## src/rtl/ps2_key_tracker.sv

```systemverilog
// ---------------------------------------------------------------------------
// ps2_key_tracker
//
// Purpose:
//   Takes scancode bytes from a PS/2 frame receiver, one byte per byte_valid
//   strobe. It parses make codes, break (F0) sequences and extended (E0)
//   sequences. It holds the current key code and whether that key is pressed.
//   It also counts distinct key presses; typematic repeats are not counted.
//
// Ports:
//   clk          in   1      system clock, all logic on posedge
//   reset        in   1      synchronous, active-high
//   byte_valid   in   1      one-cycle strobe, byte_data is valid
//   byte_data    in   8      received scancode byte
//   key_code     out  8      code of most recently pressed key (held)
//   key_ext      out  1      key_code is an E0-extended key
//   key_down     out  1      key_code is currently held
//   press_cnt    out  CNT_W  distinct presses, wraps modulo 2^CNT_W
//   press_pulse  out  1      one-cycle pulse when press_cnt increments
//   err_pulse    out  1      one-cycle pulse on protocol error or timeout
// ---------------------------------------------------------------------------
module ps2_key_tracker #(
    parameter int          CNT_W       = 16,
    parameter int          TIMEOUT_CYC = 65535,
    parameter logic [7:0]  BREAK_CODE  = 8'hF0,
    parameter logic [7:0]  EXT_CODE    = 8'hE0
) (
    input  logic             clk,
    input  logic             reset,
    input  logic             byte_valid,
    input  logic [7:0]       byte_data,
    output logic [7:0]       key_code,
    output logic             key_ext,
    output logic             key_down,
    output logic [CNT_W-1:0] press_cnt,
    output logic             press_pulse,
    output logic             err_pulse
);

    // The counter must be able to hold TIMEOUT_CYC-1. The abort fires when one
    // more idle cycle would bring it up to TIMEOUT_CYC.
    localparam int              TO_W    = (TIMEOUT_CYC > 1) ? $clog2(TIMEOUT_CYC + 1) : 1;
    localparam logic [TO_W-1:0] TO_LAST = TO_W'(TIMEOUT_CYC - 1);

    typedef enum logic [1:0] {
        S_IDLE    = 2'd0,
        S_BRK     = 2'd1,
        S_EXT     = 2'd2,
        S_EXT_BRK = 2'd3
    } state_t;

    state_t           r_state;
    logic [TO_W-1:0]  r_to_cnt;
    logic [7:0]       r_key_code;
    logic             r_key_ext;
    logic             r_key_down;
    logic [CNT_W-1:0] r_press_cnt;
    logic             r_press_pulse;
    logic             r_err_pulse;

    logic w_is_brk;
    logic w_is_ext;
    logic w_make_ext;
    logic w_brk_ext;
    logic w_repeat;
    logic w_brk_match;

    always_comb begin
        w_is_brk    = (byte_data == BREAK_CODE);
        w_is_ext    = (byte_data == EXT_CODE);
        // A make can only come from IDLE or EXT. A break can only come from BRK
        // or EXT_BRK. So the ext flag for each case depends only on the state.
        w_make_ext  = (r_state == S_EXT);
        w_brk_ext   = (r_state == S_EXT_BRK);
        // The same key sent again while it is still held is a typematic repeat.
        w_repeat    = r_key_down && (r_key_code == byte_data) && (r_key_ext == w_make_ext);
        w_brk_match = (r_key_code == byte_data) && (r_key_ext == w_brk_ext);
    end

    always_ff @(posedge clk) begin
        if (reset) begin
            r_state       <= S_IDLE;
            r_to_cnt      <= '0;
            r_key_code    <= '0;
            r_key_ext     <= 1'b0;
            r_key_down    <= 1'b0;
            r_press_cnt   <= '0;
            r_press_pulse <= 1'b0;
            r_err_pulse   <= 1'b0;
        end else begin
            r_press_pulse <= 1'b0;
            r_err_pulse   <= 1'b0;

            if (byte_valid) begin
                // A byte that arrives in the same cycle as the timeout wins.
                r_to_cnt <= '0;
                case (r_state)
                    S_IDLE, S_EXT: begin
                        if (w_is_brk) begin
                            r_state <= (r_state == S_EXT) ? S_EXT_BRK : S_BRK;
                        end else if (w_is_ext) begin
                            if (r_state == S_EXT) begin
                                r_err_pulse <= 1'b1;
                                r_state     <= S_IDLE;
                            end else begin
                                r_state <= S_EXT;
                            end
                        end else begin
                            r_state <= S_IDLE;
                            if (!w_repeat) begin
                                r_key_code    <= byte_data;
                                r_key_ext     <= w_make_ext;
                                r_key_down    <= 1'b1;
                                r_press_cnt   <= r_press_cnt + 1'b1;
                                r_press_pulse <= 1'b1;
                            end
                        end
                    end
                    S_BRK, S_EXT_BRK: begin
                        r_state <= S_IDLE;
                        if (w_is_brk || w_is_ext) begin
                            r_err_pulse <= 1'b1;
                        end else if (w_brk_match) begin
                            r_key_down <= 1'b0;
                        end
                    end
                    default: r_state <= S_IDLE;
                endcase
            end else if (r_state != S_IDLE) begin
                if (r_to_cnt == TO_LAST) begin
                    r_err_pulse <= 1'b1;
                    r_state     <= S_IDLE;
                    r_to_cnt    <= '0;
                end else begin
                    r_to_cnt <= r_to_cnt + 1'b1;
                end
            end else begin
                r_to_cnt <= '0;
            end
        end
    end

    assign key_code    = r_key_code;
    assign key_ext     = r_key_ext;
    assign key_down    = r_key_down;
    assign press_cnt   = r_press_cnt;
    assign press_pulse = r_press_pulse;
    assign err_pulse   = r_err_pulse;

endmodule

```

## config.mk

```make
export PLATFORM = sky130hd
export DESIGN_NAME = ps2_key_tracker
export DESIGN_NICKNAME = d
export VERILOG_FILES = /design/src/rtl/ps2_key_tracker.sv
export SDC_FILE = /design/constraint.sdc
export NUM_CORES = 1
export LEC_CHECK = 0
export ABC_AREA = 1
export CAP_MARGIN = 30
export CORE_MARGIN = 8
export CORE_UTILIZATION = 55
export CTS_CLUSTER_DIAMETER = 200
export DETAILED_ROUTE_END_ITERATION = 8
export PLACE_DENSITY = 0.8
export SLEW_MARGIN = 20
export SYNTH_ARGS = -nofsm -noshare
export SYNTH_HDL_FRONTEND = slang
export SYNTH_SLANG_ARGS = --single-unit
```

## constraint.sdc

```tcl
create_clock -name clk -period 3.4 [get_ports clk]
set_clock_uncertainty 0.15 [all_clocks]
set_input_delay 0.85 -clock clk [delete_from_list [all_inputs] [get_ports clk]]
set_output_delay 0.85 -clock clk [all_outputs]
set_load 0.05 [all_outputs]
```

# Yosys cells after proc, flatten, opt, wreduce, memory -nomap -nowiden
# Index checks and enable logic that the tools add are counted.
# W data, S select, Z words.
op_classes:
  n_reduce_logical: 15
  bitwise: 6
  add_sub_neg: 2
  mux: 23
  eq_ne: 14
op_table:
  columns: ["cell", "count"]
  rows:
  - ["$add A16 B1 Y16 const B", 2]
  - ["$eq A16 B16 Y1 const B", 1]
  - ["$eq A8 B8 Y1 const B", 2]
  - ["$mux W2", 7]
  - ["$mux W1", 13]
  - ["$ne A2 B2 Y1 const B", 5]
  - ["$eq A8 B8 Y1", 1]
  - ["$not A1 Y1", 6]
  - ["$reduce_and A6 Y1", 1]
  - ["$reduce_bool A2 Y1", 3]
  - ["$reduce_and A5 Y1", 1]
  - ["$reduce_or A5 Y1", 1]
  - ["$eq A2 B2 Y1 const B", 2]
  - ["$pmux W1 S2", 2]
  - ["$pmux W2 S2", 1]
  - ["$reduce_or A2 Y1", 2]
  - ["$reduce_or A4 Y1", 1]
  - ["$logic_and A1 B1 Y1", 3]
  - ["$eq A1 B1 Y1", 2]
  - ["$eq A2 B1 Y1 const B", 1]
  - ["$logic_not A2 Y1", 1]
  - ["$reduce_and A2 Y1", 1]
  - ["$logic_or A1 B1 Y1", 1]
totals:
  out_inout_bits: 28
  inputBits: 11
  word_cells: 68
  ff_bits: 46

# Logic depth before layout (Yosys ltp)
# Gate-level depths: netlist of run 1.
depth:
  word_depth: 7
  depth_mapped: 12

# Least setup slack after synthesis of run 1
# No wires, ideal clock.
synth_timing:
  path_kind: "input -> register"
  start: "in byte_data[0]"
  end: "reg r_press_cnt[0] (netlist: press_cnt[0])"
  arrival_ps: 1767
  path_stages: 11
  setup_slack_ps: 1370
  setup_time_ps: 112
  required_ps: 3138
  cell_sequence: "inv_1 nand2_1 nor2_2 nand2_1 nand2_2 nor2_8 nand2_4 inv_2 buf_6 nor2_2 nor2_1"
synth_between:
  elab_chain_len: 5
synth_rtl:
  columns: ["element", "line_no", "source"]
  rows:
  - ["start, declared", "31", "input logic [7:0] byte_data,"]
  - ["$eq A8 B8 Y1", "76", "w_repeat = r_key_down && (r_key_code == byte_data) && (r_key_ext == w_make_ext);"]
  - ["$logic_and A1 B1 Y1 (2 in series)", "76", null]
  - ["$not A1 Y1 (no line)", null, null]
  - ["$reduce_and A5 Y1 (no line) (*)", null, null]
  - ["end signal, assigned", "114", "r_press_cnt <= r_press_cnt + 1'b1;"]
  - ["end, declared", "57", "logic [CNT_W-1:0] r_press_cnt;"]
# Every way passes the cells marked *; elsewhere a longest branch is shown, timed or not.
# A chain may end at the register's enable or synchronous reset.

# Final worst setup path of run 1
layout_timing:
  start: "reg r_press_cnt[0] (netlist: press_cnt[0])"
  end: "out press_cnt[0]"
layout_rtl:
  columns: ["element", "line_no", "source"]
  rows:
  - ["end, declared", "35", "output logic [CNT_W-1:0] press_cnt,"]
# No word-level cell between the ends.

==> flow_metrics.tcl, run 1 <==
set metrics [dict create \
    cts_setup_buffers 0 \
    synthDominantCellAreaShare_pct 33.4 \
    grt_overflow 0 \
    relSlewSlack_pct 66.0 \
    ys_seq_elements 46 \
    grt.total_usage_pct 16.9 \
    crit_slowest_cell "clkdlybuf4s50_1" \
    syn_area_per_cell_um2 6.59 \
    grt_max_degree 27 \
    die_w_um 86.8 \
    antenna_found_initial 0 \
    cts_tree "done" \
    wl_met2_mm 2.88 \
    final_cell_mix "nand2_1 (110), nor2_1 (59), dfxtp_1 (46), clkdlybuf4s50_1 (38), inv_1 (37)" \
    fp.coreArea_mm2 0.00479 \
    maxSlewViolCount 0 \
    postSynthCellCount 418 \
    peakVddDrop_v 0.000369 \
    leakagePower_uw 0.00122 \
    ios 39 \
    cp-end-kind "primary output" \
    drive_gt1_share_pct 14.9 \
    avgRoutedWirePerCell_um 11.9 \
    status "completed" \
    insertion_delay_ns 0.31 \
    hold_buffers 0 \
    firstDrtPassIters 4 \
    tns_ns 0 \
    max_freq_mhz 379 \
    power_density_mw_per_mm2 340 \
    setup_viol 0 \
    fp.dieH_um 86.8 \
    die_area_mm2 0.00753 \
    vias 2623 \
    grt_pass1_wl_mm 10.3 \
    totalWireLength_mm 6.23 \
    fin_cells 524 \
    htree_levels 2 \
    cp_max_fo 7 \
    grt_pass1_vias 2375 \
    clockRootBuffer "clkbuf_8" \
    drt_iter0_drc 137 \
    port-buffer-count 38 \
    clk_pin_slew_ns 0.08 \
    finalCriticalPeriod_ns 2.64 \
    design_area_mm2 0.00327 \
    hold_ws_ns 0.328 \
    ant_nets 0 \
    synthTopCellsByArea "dfxtp_1 (33%), nand2_1 (15%), nor2_1 (8.0%)" \
    numCtsBuffers 5 \
    start_util_pct 57.5 \
    routabilityCongestion 0.878 \
    critical_path_required_ns 2.40 \
    yosysWarnings 0 \
    worstPathArrival_ns 1.64 \
    cts_resized 0 \
    wl_met1_mm 2.94 \
    post-route-drc-count 0 \
    slowest_delay_ns 0.86 \
    grt_setup_unrepaired "false" \
    hold_viol_final 0 \
    crit_type "reg -> out" \
    clock_path_buffers 2 \
    r2r_slack_ns 1.58 \
    ys_types 30 \
    path_delay_family "buffers and inverters" \
    met3_length_um 297 \
    yosysTopAreaCell "dfxtp_1" \
    cts_sinks 46 \
    rows 25 \
    crit_chain "clkdlybuf4s50_1" \
    fin_util_pct 68.2 \
    final.period_utilization_pct 77.6 \
    timing.critical_path.buf_inv 1 \
    syn2layout_area_growth_pct 18.6 \
    synth_area_mm2 0.00275 \
    cap_violations 0 \
    hp-class "reg -> reg" \
    place_area_mm2 0.00317 \
    final_common_cell "nand2_1" \
    syn_nets 432 \
    critPathLaunchType "flip-flop" \
    vias_per_cell 5.01 \
    dp_hpwl_mm 4.58 \
    ys_seq_area_share_pct 33.4 \
    dr.max_layer_used "met4" \
    worst_slew_pin_slew_ns 0.509 \
    dp_cells 516 \
    nets 470 \
    diodes 0 \
]
==> flip-flops by register name (all words and copies together), names as in the netlist <==
register,cells
press_pulse,1
key_code,8
press_cnt,16
key_ext,1
r_state,2
key_down,1
err_pulse,1
r_to_cnt,16
==> power by group <==
part | internal [uW] | switching (uW)
clock network | 163 | 188
logic | 65.3 | 122
registers | 552 | 18.2
total | 780 | 329
==> layer usage <==
metal	GRT usage, %	vias up
met3	3.21	11
met4	7.67	0
met5	0	-
met2	28.2	56
met1	20.4	1169
li1	-	1387
==> final timing paths <==
path | start | to | depth (start not counted)
max | press_cnt[0] | press_cnt[0] | 1
max reg2reg | press_cnt[0] | press_cnt[12] | 7
min | r_to_cnt[0] | r_to_cnt[0] | 1
min reg2reg | r_to_cnt[0] | r_to_cnt[0] | 1
==> cells in the mapped netlist <==
cell / n
nand2_1: 110
nor2_1: 59
dfxtp_1: 46
inv_1: 37
nand3_1: 36
a21oi_1: 14
inv_2: 14
nand2_2: 14
nor2_2: 12
nor3_1: 11
xor2_1: 11
a21oi_2: 10
nand4_1: 9
xnor2_1: 7
o21ai_0: 4
buf_4: 3
clkbuf_1: 3
ha_1: 3
buf_2: 2
nor4_1: 2
or2_2: 2
a21boi_0: 1
buf_6: 1
buf_8: 1
nand2_4: 1
nand3_2: 1
nand3_4: 1
nand3b_1: 1
nor2_4: 1
nor2_8: 1
==> kinds of logic after synthesis <==
| logic type | share of synthesized area (%) |
|---|---|
| xor+xnor | 5.72 |
| buf+inv | 9.50 |
| fa+ha+maj | 1.36 |
| flops | 33.4 |
| simple gates | 43.3 |
| compound gates | 6.72 |
==> stage by stage <==
stage | setup WS [ns] | total power [uW]
2_1_floorplan | 1.37 | 717
3_3_place_gp | 0.697 | 768
3_5_place_dp | 0.667 | 769
5_1_grt | 0.711 | 1160
4_1_cts | 0.739 | 1120
6_report | 0.763 | 1110
==> layout make-up <==
cell class	instances	area (um2)
sequential	46	921
clock inverter	2	12.5
tap	67	83.8
timing repair buffer	41	403
inverter	51	191
clock buffer	6	82.6
fill	441	1520
multi-input combinational	311	1570
No activity file was read; power rests on OpenSTA's default activity.
==> run 2: changes to the inputs <==
CORE_UTILIZATION = 49   (was 55)
PLACE_DENSITY = 0.76   (was 0.8)
clock period = 2.27 ns   (was 3.4 ns; I/O delays follow)
==> flow_metrics.tcl, run 2 (same netlist as run 1, synthesis figures left out) <==
set metrics [dict create \
    cts_resized 0 \
    rr_worst_depth 7 \
    routabilityCongestion 0.889 \
    cap_violations 0 \
    post-route-drc-count 0 \
    grt_setup_unrepaired "false" \
    antenna_found_initial 0 \
    regToRegStartpoint "r_to_cnt[0]" \
    status "completed" \
    finalCriticalPeriod_ns 2.13 \
    rows 27 \
    peakVddDrop_v 0.000414 \
    endpoint "err_pulse" \
    power_density_mw_per_mm2 507 \
    grt.total_usage_pct 16.0 \
    leakagePower_uw 0.00133 \
    setup_slack_ns 0.144 \
    fp.dieH_um 91.0 \
    regArea_um2 921 \
    maxSlewViolCount 0 \
    n_fill_cell 534 \
    hold_ws_ns 0.320 \
    ant_nets 0 \
    timing.critical_path.buf_inv 1 \
    clock_path_buffers 2 \
    cts_setup_buffers 0 \
    slowest_delay_ns 0.80 \
    max_freq_mhz 470 \
    start_util_pct 50.3 \
    syn2layout_area_growth_pct 19.9 \
    die_w_um 91.0 \
    ios 39 \
    crit_chain "clkdlybuf4s50_1" \
    startpoint "err_pulse" \
    crit_type "reg -> out" \
    fp.coreArea_mm2 0.00547 \
    nets 480 \
    drive_gt1_share_pct 22.1 \
    htree_levels 2 \
    hold_start "r_to_cnt[0]" \
    hp-class "reg -> reg" \
    setup_viol 0 \
    final.period_utilization_pct 93.7 \
    port-buffer-count 38 \
    avgRoutedWirePerCell_um 12.0 \
    dp_hpwl_mm 4.94 \
    cp_max_fo 1 \
    dp_slack_ns -0.0254 \
    vias 2690 \
    critPathLaunchType "flip-flop" \
    final_common_cell "nand2_1" \
    cts_tree "done" \
    multi_input_area_mm2 0.00157 \
    grt_max_degree 27 \
    drt_iter0_drc 98 \
    cts_sinks 46 \
    totalWireLength_mm 6.46 \
    worstPathArrival_ns 1.41 \
    firstDrtPassIters 5 \
    grt_pass1_wl_mm 11.3 \
    insertion_delay_ns 0.30 \
    r2r_end "r_to_cnt[14]" \
    relSlewSlack_pct 66.7 \
    clockRootBuffer "clkbuf_8" \
    r2r_slack_ns 0.45 \
    numCtsBuffers 5 \
    die_area_mm2 0.00827 \
    grt_overflow 0 \
    tns_ns 0 \
    diodes 0 \
    dp_cells 531 \
    fin_cells 539 \
    vias_per_cell 4.99 \
    critical_path_required_ns 1.55 \
    hold_buffers 0 \
    grt_pass1_vias 2549 \
    worst_slew_pin_slew_ns 0.498 \
    path_depth 1 \
    final_cell_mix "nand2_1 (110), nor2_1 (59), dfxtp_1 (46), inv_1 (37), buf_4 (37)" \
    cp-end-kind "primary output" \
    hold_viol_final 0 \
    path_delay_family "buffers and inverters" \
    crit_slowest_cell "clkdlybuf4s50_1" \
    clk_pin_slew_ns 0.08 \
]
[run 2: cell count changes in the layout (fill, tap and decap cells not counted), sizes merged]
| cell | delta |
|---|---|
| clkinvlp | -1 |
| clkdlybuf4s50 | -26 |
| clkbuf | +1 |
| buf | +36 |
[run 2: worst min path at each step]
stage                  endpoint  slack (ns)  cells after the start
floorplan           r_to_cnt[0]        0.28                      1
global placement    r_to_cnt[0]        0.29                      1
CTS                 r_to_cnt[0]        0.33                      1
finish              r_to_cnt[0]        0.32                      1
detailed placement  r_to_cnt[0]        0.31                      1
global route        r_to_cnt[0]        0.37                      1
[run 2: metrics by stage]
step           area (um2)  power [uW]  util, %
2_1_floorplan        2750        1070        -
3_3_place_gp         3210        1160     58.7
3_5_place_dp         3210        1170     58.7
4_1_cts              3300        1690     60.4
5_1_grt              3300        1760     60.4
6_report             3300        1680     60.4
[run 2: where the power goes]
| part | leakage (uW) | switching [uW] | internal (uW) |
|---|---|---|---|
| Sequential | 0.000374 | 24.6 | 826 |
| Clock | 0.0000482 | 282 | 246 |
| Combinational | 0.000904 | 189 | 107 |
[run 2: cell type report]
cell class / count / area share, %
clock inverters: 1 / 0.152
multi-input cells: 311 / 47.6
repair buffers: 51 / 13.3
inverters: 51 / 5.80
flip-flops and latches: 46 / 27.9
well taps: 72 / 2.73
clock buffers: 7 / 2.61
[run 2: metal layers]
layer	GRT usage (%)	routed length (um)	up-vias	part of all wire, %
met1	17.6	2720	1224	42
met3	3.46	311	2	4.8
met5	0	0	-	0
li1	-	-	1402	-
met4	5.32	43	0	0.67
met2	29.7	3390	62	52
